$ cat config.mk
export PLATFORM = sky130hd
export DESIGN_NAME = mem_stage_mq
export DESIGN_NICKNAME = d
export VERILOG_FILES = /design/src/rtl/mem_stage_mq.sv
export SDC_FILE = /design/constraint.sdc
export NUM_CORES = 1
export LEC_CHECK = 0
export ABC_AREA = 1
export ABC_CLOCK_PERIOD_IN_PS = 7320
export BUFFER_PORTS_ARGS = -buffer_cell sky130_fd_sc_hd__buf_2
export CORE_MARGIN = 1.5
export CORE_UTILIZATION = 50
export DETAILED_ROUTE_END_ITERATION = 8
export PLACE_DENSITY = 0.75
export RECOVER_POWER = 50
export SYNTH_ARGS = -nofsm -noshare
export SYNTH_HDL_FRONTEND = slang
export SYNTH_SLANG_ARGS = --single-unit
$ cat constraint.sdc
create_clock -name clk -period 7.32 [get_ports clk]
set_clock_uncertainty 0.1 [all_clocks]
set_input_delay 0.366 -clock clk [delete_from_list [all_inputs] [get_ports clk]]
set_output_delay 0.366 -clock clk [all_outputs]
set_load 0.01 [all_outputs]
$ cat src/rtl/mem_stage_mq.sv
// mem_stage_mq: in-order multi-slot MEM stage between EX and WB.
// Optional MS_DATA_BYPASS_EN: forward data_ok rdata straight to WB.
module mem_stage_mq #(
  parameter int DEPTH = 2,
  parameter int CNT_W = 4
) (
  input  logic        clk,
  input  logic        resetn,
  input  logic        es2ms_valid,
  output logic        ms_allowin,
  input  logic [31:0] es_pc,
  input  logic        es_mem_req,
  input  logic        es_res_from_mem,
  input  logic [4:0]  es_ld_op,
  input  logic        es_rf_we,
  input  logic [4:0]  es_rf_waddr,
  input  logic [31:0] es_result,
  input  logic        es_ex,
  input  logic        data_sram_data_ok,
  input  logic [31:0] data_sram_rdata,
  input  logic        ws_allowin,
  output logic        ms2ws_valid,
  output logic [31:0] ms_pc,
  output logic        ms_rf_we,
  output logic [4:0]  ms_rf_waddr,
  output logic [31:0] ms_rf_wdata,
  output logic        ms_ex,
  output logic        ms_ld_blk,
  input  logic        wb_ex
);

  localparam int PW = (DEPTH > 1) ? $clog2(DEPTH) : 1;

  typedef struct packed {
    logic [31:0] pc;
    logic        mem_req;
    logic        res_mem;
    logic [4:0]  ld_op;
    logic        rf_we;
    logic [4:0]  waddr;
    logic [31:0] result;
    logic        ex;
  } slot_t;

  slot_t            slot [DEPTH];
  logic [31:0]      dbuf [DEPTH];
  logic [DEPTH-1:0] vld;
  logic [DEPTH-1:0] dvld;
  logic [PW-1:0]    hd;
  logic [PW-1:0]    tl;
  logic [CNT_W-1:0] cnt;
  logic [CNT_W-1:0] discard;

  logic [PW-1:0]    idx;
  logic [PW-1:0]    pidx;
  logic             pfound;
  logic [CNT_W-1:0] pcnt;
  logic             blk;

  // Walk slots oldest-first to find the request data_ok belongs to.
  always_comb begin
    pfound = 1'b0;
    pidx   = hd;
    pcnt   = '0;
    blk    = 1'b0;
    idx    = hd;
    for (int i = 0; i < DEPTH; i++) begin
      idx = hd + PW'(i);
      if (vld[idx] && slot[idx].mem_req && !dvld[idx]) begin
        pcnt = pcnt + CNT_W'(1);
        if (!pfound) begin
          pfound = 1'b1;
          pidx   = idx;
        end
      end
      if (vld[idx] && slot[idx].res_mem && !dvld[idx])
        blk = 1'b1;
    end
  end

  slot_t       head;
  logic        dok_disc;
  logic        fill;
  logic        head_match;
  logic        head_rdy;
  logic [31:0] word;
  logic [31:0] sh;
  logic [31:0] ext;
  logic        deq;
  logic        enq;

  assign head       = slot[hd];
  assign dok_disc   = data_sram_data_ok & (discard != '0);
  assign fill       = data_sram_data_ok & (discard == '0) & pfound;
  assign head_match = fill & (pidx == hd);

`ifdef MS_DATA_BYPASS_EN
  assign head_rdy = ~head.mem_req | dvld[hd] | head_match;
  assign word     = dvld[hd] ? dbuf[hd] : data_sram_rdata;
`else
  assign head_rdy = ~head.mem_req | dvld[hd];
  assign word     = dbuf[hd];
  logic unused_match;
  assign unused_match = head_match;
`endif

  assign sh = word >> {head.result[1:0], 3'b000};

  always_comb begin
    ext = sh;
    unique case (1'b1)
      head.ld_op[4]: ext = {{24{sh[7]}}, sh[7:0]};
      head.ld_op[3]: ext = {24'b0, sh[7:0]};
      head.ld_op[2]: ext = {{16{sh[15]}}, sh[15:0]};
      head.ld_op[1]: ext = {16'b0, sh[15:0]};
      head.ld_op[0]: ext = sh;
      default:       ext = sh;
    endcase
  end

  assign ms2ws_valid = vld[hd] & head_rdy & ~wb_ex;
  assign deq         = ms2ws_valid & ws_allowin;
  assign ms_allowin  = (cnt < CNT_W'(DEPTH)) | deq;
  assign enq         = es2ms_valid & ms_allowin & ~wb_ex;

  assign ms_pc       = vld[hd] ? head.pc : 32'b0;
  assign ms_rf_waddr = vld[hd] ? head.waddr : 5'b0;
  assign ms_rf_wdata = !vld[hd]    ? 32'b0 :
                       head.res_mem ? ext : head.result;
  assign ms_rf_we    = head.rf_we & ms2ws_valid;
  assign ms_ex       = vld[hd] & head.ex;
  assign ms_ld_blk   = blk & ~wb_ex;

  // On flush, every still-pending request (minus one filled now)
  // plus the one EX issues this cycle must have its data dropped.
  logic [CNT_W-1:0] flush_add;
  logic [CNT_W-1:0] disc_nxt;

  assign flush_add = (pcnt - CNT_W'(fill))
                   + CNT_W'(es2ms_valid & es_mem_req);
  assign disc_nxt  = discard - CNT_W'(dok_disc)
                   + (wb_ex ? flush_add : '0);

  always_ff @(posedge clk) begin
    if (!resetn) begin
      vld     <= '0;
      hd      <= '0;
      tl      <= '0;
      cnt     <= '0;
      discard <= '0;
    end else begin
      discard <= disc_nxt;
      if (wb_ex) begin
        vld <= '0;
        hd  <= '0;
        tl  <= '0;
        cnt <= '0;
      end else begin
        if (fill) begin
          dbuf[pidx] <= data_sram_rdata;
          dvld[pidx] <= 1'b1;
        end
        if (deq) begin
          vld[hd] <= 1'b0;
          hd      <= hd + PW'(1);
        end
        if (enq) begin
          slot[tl] <= '{pc: es_pc, mem_req: es_mem_req,
                        res_mem: es_res_from_mem,
                        ld_op: es_ld_op, rf_we: es_rf_we,
                        waddr: es_rf_waddr,
                        result: es_result, ex: es_ex};
          vld[tl]  <= 1'b1;
          dvld[tl] <= 1'b0;
          tl       <= tl + PW'(1);
        end
        cnt <= cnt + CNT_W'(enq) - CNT_W'(deq);
      end
    end
  end

endmodule

* Word level (Yosys, flattened, before mapping)
Memories as Yosys holds them, arrays and structs flattened. A register that Yosys moved wholly into a read port is not among the register bits.
Cells that the tools add are included.
** Word-level totals
- Bits in registers :: 14
- Bits in writable memories :: 220
- Input port bits :: 116
- Memories kept :: 2
** Operators by class
- $add $sub $neg :: 9
- $lt $le $gt $ge :: 8
- Shift operators :: 1
- Muxes and demuxes :: 48
- Bitwise gates (word level) :: 23
- Reduce and logical (&&, ||, !) cells :: 17
** Memory list
- slot :: depth 2, bits a word 78, read ports 2, clocked after memory_dff 1, write ports 1, line 45 : slot_t slot [DEPTH];
- dbuf :: depth 2, bits a word 32, read ports 1, clocked after memory_dff 1, write ports 1, line 46 : logic [31:0] dbuf [DEPTH];
** Operators with widths (number)
- $pmux 32 s4 :: 1
- $mux 32 :: 3
- $shr 32x5->32 :: 1
- $mux 1 :: 30
- $mux 2 :: 8
- $and 1x1->1 :: 12
- $sub 4x1->4 :: 3
- $logic_and 1x1->1 :: 11
- $add 4x1->4 :: 2
- $lt 1x2->1 const B :: 4
- $mux 4 :: 2
- $mux 5 :: 1
- $add 4x1->4 const B :: 1
- $add 4x4->4 :: 1
- $and 2x2->2 :: 2
- $logic_not 4->1 :: 1
- $lt 4x2->1 const B :: 1
- $not 2->2 :: 2
- $or 2x2->2 :: 2
- $reduce_bool 4->1 :: 1
- $demux 1 s1 :: 3
- $ge 1x1->1 const B :: 3
- $not 1->1 :: 3
- $add 1x1->1 const B :: 2
- other kinds (4) :: 6

* Depth between registers and ports, before layout
Gate-level depths: netlist of run 1.
- Depth in word-level cells :: 17
- Gate-level depth with buffers :: 24
- Mapped depth without buffers :: 23

* Least setup slack after synthesis of run 1
Ideal clock, no wire load.
- Kind :: flip-flop to flip-flop
- Start point :: register (tool-made name)
- End point :: memory slot[1][0] in the netlist's numbering (enable)
- Setup time :: 0.513 ns
- Arrival :: 4.514 ns
- Required time :: 6.707 ns
- Path slack :: 2.193 ns
- Cell stages (with the launch flop) :: 12
- Buffers on the path :: 3
- Clock period less this slack :: 5.127 ns
- Cells stage by stage :: dfxtp_1 -> buf_6 -> inv_4 -> buf_6 -> buf_6 -> nand2_1 -> nand2_1 -> nand2_1 -> nand4_2 -> nand2_2 -> nand4_1 -> nor2_1
** RTL lines (line)
- end, declared :: 45

==> results.md, run 1 <==
* CP Data Arrival Time at roughly 4000 ps
* Worst rel slew slack at -24.1%
* FF+latch count, synth at between 200 and 250
* Pre-antenna DRT Iters at 6
* Min cycle time layout at 4470 ps
* Worst Path Required at 6850 ps
* Reg2Reg Setup Slack at roughly 3200 ps
* Critical path buffer and inverter count at 6
* Final nets at between 1000 and 1500
* Hold Crit Class: input port to flop
* Root Driver: clkbuf_16
* Cell taking the most area after synthesis: edfxtp_1
* Starting density of the core at between 50% and 60%
* H-tree depth at 1
* Num rows at between 50 and 60
* Violated checks: max-capacitance violations, max-slew violations
* Die ar. at around 0.022 mm2
* Most frequent cells in the layout: nand2_1, edfxtp_1, dlygate4sd3_1, buf_2, inv_1
* Most common cell after layout, fill and taps aside: nand2_1
* Status: finished with violations
* Crit Path Class: flop to output pin
* Cts hold-fix bufs at 110
* Detailed placement HPWL at between 15000 and 20000 um
* Clock insertion delay at the later pin of the skew report at 520 ps
* Leakage at 0.00584 uW
* Placed cell areas at 0.0116 mm2
* Die X at 148 um
* Clock slew at reported path FFs at 60 ps
* WL per Instance at 16.0 um
* Fillers at ~1600
* CP Max Fanout at 94
* Num CTS Buffers at 25
* GRT Total Usage at 23.5%
* Slew Viols, Final at 33
* RSZ-0062 raised after global routing: no
* Final hold violation count at 0
* Post-synthesis cell count at around 1000
* Worst-margin pin slew at 1860 ps
* GP Congestion at slightly below 0.9
* Worst slack, placed at about 3200 ps
* Ranking of synthesized cells by area: edfxtp_1, nand2_1, inv_1
* Fmax at roughly 0.22 GHz
* Mapped cell area at between 0.01 and 0.015 mm2
* Max-cap violations at 1
* Chip height at between 100 and 150 um
* Setup violators final at 0
* Cell mode on critical path: nand2_1
* First-pass GRT wire length at roughly 41000 um
* Distinct cells, synth at 38
* Antenna violations before repair at 3
* Layout cells sized above 1 at about 14%
* Worst path depth at 12
* Share of the synthesized area in the top cell type at 62.6%
* Warnings, synthesis at 0
* Fin Setup TNS at 0 ps
* Post-CTS sizing at 0
* Fin area at between 0.01 and 0.015 mm2
* Origin of the critical flop-to-flop path: hd$_SDFFE_PN0P_
* Total clock sinks at between 200 and 250
* Post-route ant nets at 0
* Vias per cell at 5.07
* TritonCTS clock tree: done
* Clock Path Buffers at 3
* Min-delay src: es2ms_valid
* Post-Route WL at roughly 26000 um
* Hold depth at 4
* Power density over the cells at 225 mW/mm2
* Worst path slowest cell: buf_4
* Vias in the first global route at roughly 8000
* Initial drt markers at 607
* Mapped Nets at between 1000 and 1500
* # IOs at 190
* DRC Markers at 0
* Worst setup margin at between 2000 and 3000 ps
* Vias at about 8200
* Seq/Total Area, Yosys at 65.1%
* Worst path max stage delay at 860 ps
* Crit end category: output pin
* Min-Delay Endpoint: tl$_SDFFE_PN0N_
* Crit path cell chain: buf_4 > nand2_1 > o21ai_2 > buf_4 > inv_1 > nand2_1 > inv_2 > o211ai_1 > nand2_1 > o21ai_1 > inv_1 > buf_2
* Final period utilization at 61.1%
* Core box area at approximately 0.020 mm2
* Worst flop-to-flop path endpoint: discard[3]$_SDFF_PN0_
* Worst path top cell family by delay: buffers and inverters
* Buffers on Ports at about 190
* Mean area per synthesized cell at roughly 10 um2
* Worst reg2reg path depth at 23
* GRT Residual Overflow at 0
* Post-CTS setup buffers at 0
* Worst-case vdd ir drop at a little over 200 uV
* Syn-to-layout area delta at 27.7%
* Largest net degree at the start of global routing at 96
* CP Launch Type: flop
metal layers:
metal  global-route usage [%]  part of all wire [%]
met3                     5.06                   7.8
met4                     8.81                   3.4
met2                     40.0                    49
met1                     29.5                    40
met5                        0                 0.055
worst max path at each step:
stage	startpoint	endpoint	slack, ps
after CTS	flop	ms_rf_wdata[6]	2850
after floorplan	flop	slot[1][0]$_DFFE_PP_	2190
after detailed placement	hd$_SDFFE_PN0P_	discard[3]$_SDFF_PN0_	3170
final	flop	ms_rf_wdata[6]	2850
after global routing	flop	ms_rf_wdata[5]	2460
after global placement	hd$_SDFFE_PN0P_	discard[3]$_SDFF_PN0_	3260
Yosys cell counts, drive strengths merged:
library cell and number:
nand2 393, edfxtp 220, inv 99, nor2 58
o21ai 54, nand3 42, buf 34, a21oi 26
or2 21, ha 17, clkbuf 13, dfxtp 13
o211ai 13, nor3 7, nand4 4, a31oi 3
fa 3, a211oi 2, clkinv 2, xnor2 2
xor2 2, and2 1, nand3b 1, o21a 1
o221ai 1
state kept, by name, summed over array words and instances, names as in the netlist, named ones only:
register  flops
cnt           4
dbuf         64
discard       4
dvld          2
hd            1
slot        154
tl            1
vld           2
through the flow:
step	utilization, %	std cells	power, uW	hold WS (ps)
2_1_floorplan	-	1032	1650	354
3_3_place_gp	56.8	1451	1720	370
3_5_place_dp	56.8	1451	1730	372
4_1_cts	66.3	1607	3050	155
5_1_grt	65.7	1608	3140	184
6_report	65.7	1610	3030	178
where the power goes:
| part | internal, uW | switching, uW |
|---|---|---|
| Sequential | 1490 | 8.92 |
| Combinational | 115 | 136 |
| Clock | 773 | 507 |
cells by family (layout without fill, tap and decap cells):
group                      after synthesis  after routing  share of synthesized area [%]
and+or+nand+nor                        527            527                           20.5
buffers and inverters                  148            453                           6.19
AOI/OAI and AO/OA                      100            100                           5.27
xor gates and xnor gates                 4              4                          0.332
DFF                                    233            233                           65.1
adders and majority gates               20             20                           2.59
other                                    0              3                              0
cell type report:
cell class                 count  area (um2)  area share, %
antenna                        3        7.51         0.0557
clock buffer                  32         692           5.14
clock inverter                14         148           1.10
inverter                     101         382           2.83
multi-input combinational    651        3040           22.6
sequential                   233        6870           51.0
tap                          270         338           2.51
timing repair buffer         306        2000           14.8
worst register-to-register path, stage by stage, from the launching register on:
cell	delay, ps
dfxtp_1	420
inv_1	200
nand2_1	80
nand2_1	80
nand2_1	50
nor2_1	230
inv_1	90
ha_1	180
nor3_1	350
ha_1	200
inv_1	40
ha_1	220
fa_1	390
a21oi_1	140
o21ai_0	110
ha_1	280
inv_1	40
ha_1	320
nand2_1	70
nor2_1	40
a211oi_1	160
inv_1	70
o21ai_0	140
a21oi_1	50
Note: power is estimated with default switching activity, not from simulation.
==> run 2, diff against run 1 <==
--- a/config.mk
+++ b/config.mk
@@ -5,13 +5,13 @@
 export SDC_FILE = /design/constraint.sdc
 export NUM_CORES = 1
 export LEC_CHECK = 0
-export ABC_AREA = 1
-export ABC_CLOCK_PERIOD_IN_PS = 7320
+export ABC_AREA = 0
+export ABC_CLOCK_PERIOD_IN_PS = 3580
 export BUFFER_PORTS_ARGS = -buffer_cell sky130_fd_sc_hd__buf_2
 export CORE_MARGIN = 1.5
 export CORE_UTILIZATION = 50
 export DETAILED_ROUTE_END_ITERATION = 8
-export PLACE_DENSITY = 0.75
+export PLACE_DENSITY = 0.78
 export RECOVER_POWER = 50
 export SYNTH_ARGS = -nofsm -noshare
 export SYNTH_HDL_FRONTEND = slang
==> constraint.sdc (replaced) <==
create_clock -name clk -period 3.58 [get_ports clk]
set_clock_uncertainty 0.1 [all_clocks]
set_input_delay 0.179 -clock clk [delete_from_list [all_inputs] [get_ports clk]]
set_output_delay 0.179 -clock clk [all_outputs]
set_load 0.01 [all_outputs]
==> results.md, run 2 <==
* Seq/Total Area, Yosys at about two thirds
* Area of the multi-input gates at 0.00324 mm2
* Vias at around 7100
* Buffers on Ports at ~190
* Initial drt markers at about 500
* First-pass GRT wire length at 38300 um
* Final hold violation count at 0
* Top reg by flops: slot
* Cell taking the most area after synthesis: edfxtp_1
* Hold Crit Class: input port to flop
* Worst slack, placed at -205 ps
* Synth cell count leaders: edfxtp_1, mux2i_1, nor2_1
* Fin Setup TNS at -26.0 ps
* Root Driver: clkbuf_16
* TritonCTS clock tree: done
* Warnings, synthesis at 0
* RSZ-0062 raised after global routing: yes
* Comb power frac at 9.9%
* Crit end category: flop
* Post-route ant nets at 0
* Total chip power at around 6300 uW
* Final period utilization at 101%
* Mapped Nets at 848
* Clock share of power at approximately two fifths
* Psw at about 1400 uW
* Vias per cell at approximately 5.4
* Clock slew at reported path FFs at 60 ps
* Top FF cell, synth: edfxtp_1
* Hold depth at 3
* Most frequent cell after synthesis: edfxtp_1
* GRT Total Usage at 23.0%
* Worst path slowest cell: fa_2
* Share of the synthesized area in the top cell type at around 64%
* Post-synth ARST share at 0%
* Worst setup margin at -26.0 ps
* Switching share of power at 22.0%
* Vias in the first global route at roughly 7300
* Diode count at 0
* Ranking of synthesized cells by area: edfxtp_1, mux2i_1, dfxtp_1
* Syn-to-layout area delta at 32.8%
* Reg power frac at 48.6%
* Number of synthesized flops with an enable pin at 220
* Detailed placement HPWL at between 15000 and 20000 um
* Worst reg2reg path depth at 18
* Leakage at just under 0.005 uW
* WL per Instance at around 19 um
* Crit path cell chain: or3b_4 > a21oi_4 > inv_2 > ha_2 > nand3b_1 > inv_2 > ha_4 > inv_2 > ha_4 > fa_2 > nand2_2 > ha_4 > inv_2 > ha_4 > a21o_1 > a21oi_2 > xnor2_1 > and2_1
* Final hold slack at between 20 and 25 ps
* Worst-margin pin slew at between 800 and 900 ps
* Total clock sinks at around 230
* Violated checks: negative setup slack
* Clock insertion delay at the later pin of the skew report at 520 ps
* Fin cells at ~1300
* Power density over the cells at about 460 mW/mm2
* # IOs at 190
* Num rows at between 50 and 60
* Mean area per synthesized cell at roughly 14 um2
* CP Launch Type: flop
* Setup violators final at 1
* CP Data Arrival Time at about 4000 ps
* Worst rel slew slack at between 40% and 50%
* Worst-case vdd ir drop at just under 500 uV
* Die X at 146 um
* Mapped cell area at between 0.01 and 0.015 mm2
* Layout cells sized above 1 at a little over a fifth
* Starting density of the core at around half
* Num CTS Buffers at 25
* Clock Path Buffers at 3
* Slew Viols, Final at 0
* GP Congestion at 0.860
* CP Max Fanout at 2
* Max FFs per register at between 150 and 200
* Worst path max stage delay at ~520 ps
* Post-synthesis cell count at just over 700
* FF+latch count, synth at 233
* Distinct cells, synth at between 50 and 60
* Crit Path Class: flop to flop
* GRT Residual Overflow at 0
* DRC Markers at 0
* Core box area at 0.0202 mm2
* Min cycle time layout at between 3000 and 4000 ps
* Max-cap violations at 0
* H-tree depth at 1
* Status: finished with violations
* Chip height at about 150 um
* Worst Path Required at 3950 ps
* Die ar. at 0.0215 mm2
* Register area at 0.00687 mm2
* Fmax at roughly 0.28 GHz
* Post-Route WL at 25000 um
* Largest net degree at the start of global routing at 74
* Internal at 4930 uW
* Pre-antenna DRT Iters at 5
* Most frequent cells in the layout: edfxtp_1, dlygate4sd3_1, buf_2, mux2i_1, clkbuf_1
* Placed instance count at roughly 1200
* Fillers at around 1400
* Antenna violations before repair at 0
* Regs by FF count: slot: 154 flops, dbuf: 64 flops
* Most common cell after layout, fill and taps aside: edfxtp_1
* Final nets at 1170
[run 2: cell count changes after synthesis, moves of 9 or more]
cell	previous run	this run
a211oi_1	2	28
inv_1	97	28
mux2_2	0	17
mux2i_1	0	101
nand2_1	384	33
nand2_2	9	0
nand3_1	39	3
nor2b_1	0	14
o21ai_0	43	7
o21ai_1	10	0
o22ai_1	0	17
or2_2	17	0
[run 2: final cells by class]
class	instances	area share, %
inverter	28	0.769
timing repair buffer	333	16.7
sequential	233	50.3
tap	270	2.47
clock buffer	26	4.61
multi-input combinational	413	23.7
clock inverter	20	1.53
[run 2: critical path, delay by kind of cell (launching register included)]
family,cells,cell delay (ps)
buffers and inverters,4,240
DFF,1,390
adders and majority gates,6,1440
xor gates and xnor gates,1,130
AOI/OAI and AO/OA,3,450
and+or+nand+nor,4,790
[run 2: final timing paths]
kind,startpoint,to,slack [ps]
worst max-delay path,dvld[0]$_DFFE_PP_,discard[3]$_SDFF_PN0_,-30
worst min-delay path,wb_ex,cnt[0]$_SDFF_PN0_,20
worst max register to register,dvld[0]$_DFFE_PP_,discard[3]$_SDFF_PN0_,-30
worst min register to register,tl$_SDFFE_PN0N_,tl$_SDFFE_PN0N_,450
[run 2: power by group through the flow]
stage | sequential, uW | clock, uW | combinational, uW
floorplan | 3130 | 0 | 301
global placement | 3130 | 0 | 479
detailed placement | 3130 | 0 | 502
CTS | 3070 | 2640 | 628
global route | 3080 | 2760 | 682
finish | 3070 | 2620 | 625
[run 2: cells by family (layout without fill, tap and decap cells)]
group,after synthesis,after routing,share of synthesized area (%)
flops,233,233,66.7
simple gates,138,138,6.21
compound gates,124,124,8.32
mux,123,123,12.4
buf+inv,66,407,2.97
fa+ha+maj,20,20,2.65
xor+xnor,8,8,0.681
[run 2: stage by stage]
stage,instance area (um2),util [%]
final,13700,67.5
after global routing,13700,67.5
after CTS,13700,67.9
after detailed placement,11700,57.9
after global placement,11700,57.9
after floorplan,10300,-
[run 2: routing by layer]
layer | vias up | wire length [um] | track usage (%)
met5 | - | 0 | 0
met4 | 0 | 716 | 7.58
met3 | 56 | 1920 | 5.41
met2 | 306 | 12000 | 38.2
met1 | 3359 | 10300 | 30.0
li1 | 3363 | - | -
[run 2: timing repair]
action	in CTS	in global routing
gates resized for setup	13	6
endpoints found under the hold margin	225	0
hold buffers	111	0
setup buffers	1	2
setup endpoints to repair	30	27
pin swaps	13	8
==> run 3, diff against run 2 <==
--- a/config.mk
+++ b/config.mk
@@ -13,6 +13,7 @@
 export DETAILED_ROUTE_END_ITERATION = 8
 export PLACE_DENSITY = 0.78
 export RECOVER_POWER = 50
+export SETUP_SLACK_MARGIN = 0.2
 export SYNTH_ARGS = -nofsm -noshare
 export SYNTH_HDL_FRONTEND = slang
 export SYNTH_SLANG_ARGS = --single-unit
==> results.md, run 3 (synthesis results as in run 2) <==
* Worst-margin pin slew at about 1100 ps
* Worst Path Required at ~3900 ps
* CP Data Arrival Time at roughly 4000 ps
* Worst setup margin at -43.9 ps
* Vias in the first global route at 7479
* Pre-antenna DRT Iters at 6
* Post-Route WL at between 20000 and 30000 um
* Worst rel slew slack at roughly 28%
* GRT Total Usage at between 20% and 30%
* Reg2Reg Setup Slack at -40 ps
* Vias at about 7300
* Most frequent cells in the layout: edfxtp_1, dlygate4sd3_1, buf_2, mux2i_1, clkbuf_1
* Post-route ant nets at 0
* Area of the multi-input gates at ~0.0033 mm2
* Num rows at 52
* Final period utilization at 101%
* Clock Path Buffers at 3
* Final hold slack at between 20 and 30 ps
* Crit Path Class: flop to flop
* Origin of the critical flop-to-flop path: dvld[0]$_DFFE_PP_
* Worst path slowest cell: fa_1
* Num CTS Buffers at 24
* Worst path max stage delay at between 500 and 600 ps
* CP Max Fanout at 2
* Fmax at approximately 0.28 GHz
* Syn-to-layout area delta at 33.7%
* Max-cap violations at 0
* Largest net degree at the start of global routing at 58
* Most common cell after layout, fill and taps aside: edfxtp_1
* WL per Instance at around 20 um
* Power density over the cells at 440 mW/mm2
* Max FFs per register at 154
* Fin area at 0.0138 mm2
* Crit end category: flop
* Min-Delay Endpoint: cnt[0]$_SDFF_PN0_
* TritonCTS clock tree: done
* Detailed placement HPWL at ~16000 um
* Top reg by flops: slot
* Hold depth at 3
* Vias per cell at 5.49
* GP Congestion at ~0.86
* Placed cell areas at ~0.012 mm2
* Total clock sinks at between 200 and 250
* Worst-case vdd ir drop at approximately 350 uV
* GRT Residual Overflow at 0
* First-pass GRT wire length at 39300 um
* Regs by FF count: slot: 154 flops, dbuf: 64 flops
* Die X at ~150 um
* Core Util, Final at between 60% and 70%
* DRC Markers at 0
* Clock slew at reported path FFs at 60 ps
* Register area at about 0.007 mm2
* Fillers at approximately 1400
* Layout cells sized above 1 at 22.5%
* Initial drt markers at 497
* Min-delay src: wb_ex
* Starting density of the core at roughly half
* Worst slack, placed at -121 ps
* # IOs at 190
* Hold Crit Class: input port to flop
* Slew Viols, Final at 0
* Clock insertion delay at the later pin of the skew report at between 500 and 600 ps
* H-tree depth at 1
* Buffers on Ports at 188
* Violated checks: negative setup slack
* Chip height at ~150 um
* Status: finished with violations
* Min cycle time layout at between 3000 and 4000 ps
* Worst reg2reg path depth at 18
* RSZ-0062 raised after global routing: yes
* Core box area at around 0.020 mm2
* Setup violators final at 1
* Final hold violation count at 0
* Final nets at about 1200
* Root Driver: clkbuf_16
* Leakage at ~0.005 uW
* Antenna violations before repair at 4
* Die ar. at approximately 0.021 mm2
* Crit path cell chain: or3b_4 > a21oi_4 > inv_2 > ha_2 > nand3b_1 > inv_2 > ha_4 > inv_2 > ha_4 > fa_1 > nand2_2 > ha_4 > inv_2 > ha_4 > a21o_1 > a21oi_2 > xnor2_1 > and2_1
* Worst flop-to-flop path endpoint: discard[3]$_SDFF_PN0_
* CP Launch Type: flop
[run 3: cell type report]
cell class                      count  area share (%)
Timing Repair Buffer              341            17.5
Multi-Input combinational cell    414            23.9
Clock buffer                       26            4.42
Antenna cell                        4          0.0728
Inverter                           28           0.764
Clock inverter                     18           0.900
Sequential cell                   233            49.9
Tap cell                          270            2.46
[run 3: through the flow]
step,power [uW],TNS [ps],instances
6_report,6050,-43.9,1334
5_1_grt,6240,-238,1334
4_1_cts,6060,-13.2,1324
3_5_place_dp,3640,-121,1158
3_3_place_gp,3620,-34.1,1158
2_1_floorplan,3440,-79.1,712
[run 3: report_power, final]
part           leakage [uW]  switching (uW)  internal (uW)
registers           0.00210            27.7           3050
clock network      0.000360            1030           1300
logic               0.00244             322            319
[run 3: timing repair]
item | CTS | global route
setup endpoints to repair | 72 | 53
setup buffers | 10 | 2
hold buffers | 111 | 0
pin swaps | 13 | 6
endpoints found under the hold margin | 225 | 0
gates resized for setup | 17 | 15
cloned | 1 | 4
[run 3: critical path: cells and delay by family (launching register included)]
family / cells / cell delay, ps
xor gates and xnor gates: 1 / 80
DFF: 1 / 390
and+or+nand+nor: 4 / 800
adders and majority gates: 6 / 1430
buffers and inverters: 4 / 260
AOI/OAI and AO/OA: 3 / 440
[run 3: worst max path at each step]
| stage | start | to | slack [ps] | cells after the start |
|---|---|---|---|---|
| final | dvld[0]$_DFFE_PP_ | discard[3]$_SDFF_PN0_ | -40 | 18 |
| after global routing | dvld[0]$_DFFE_PP_ | discard[3]$_SDFF_PN0_ | -170 | 18 |
| after CTS | dvld[0]$_DFFE_PP_ | discard[3]$_SDFF_PN0_ | -10 | 18 |
| after detailed placement | dvld[0]$_DFFE_PP_ | discard[3]$_SDFF_PN0_ | -120 | 18 |
| after global placement | dvld[0]$_DFFE_PP_ | discard[3]$_SDFF_PN0_ | -30 | 18 |
| after floorplan | dvld[0]$_DFFE_PP_ | discard[3]$_SDFF_PN0_ | -80 | 18 |
[run 3: routing by layer]
layer	vias to the layer above	share of wire (%)	GRT usage [%]
met2	363	49	40.3
met3	65	7.6	5.00
met4	0	3.6	9.14
met5	-	0	0
met1	3518	39	29.3
li1	3375	-	-
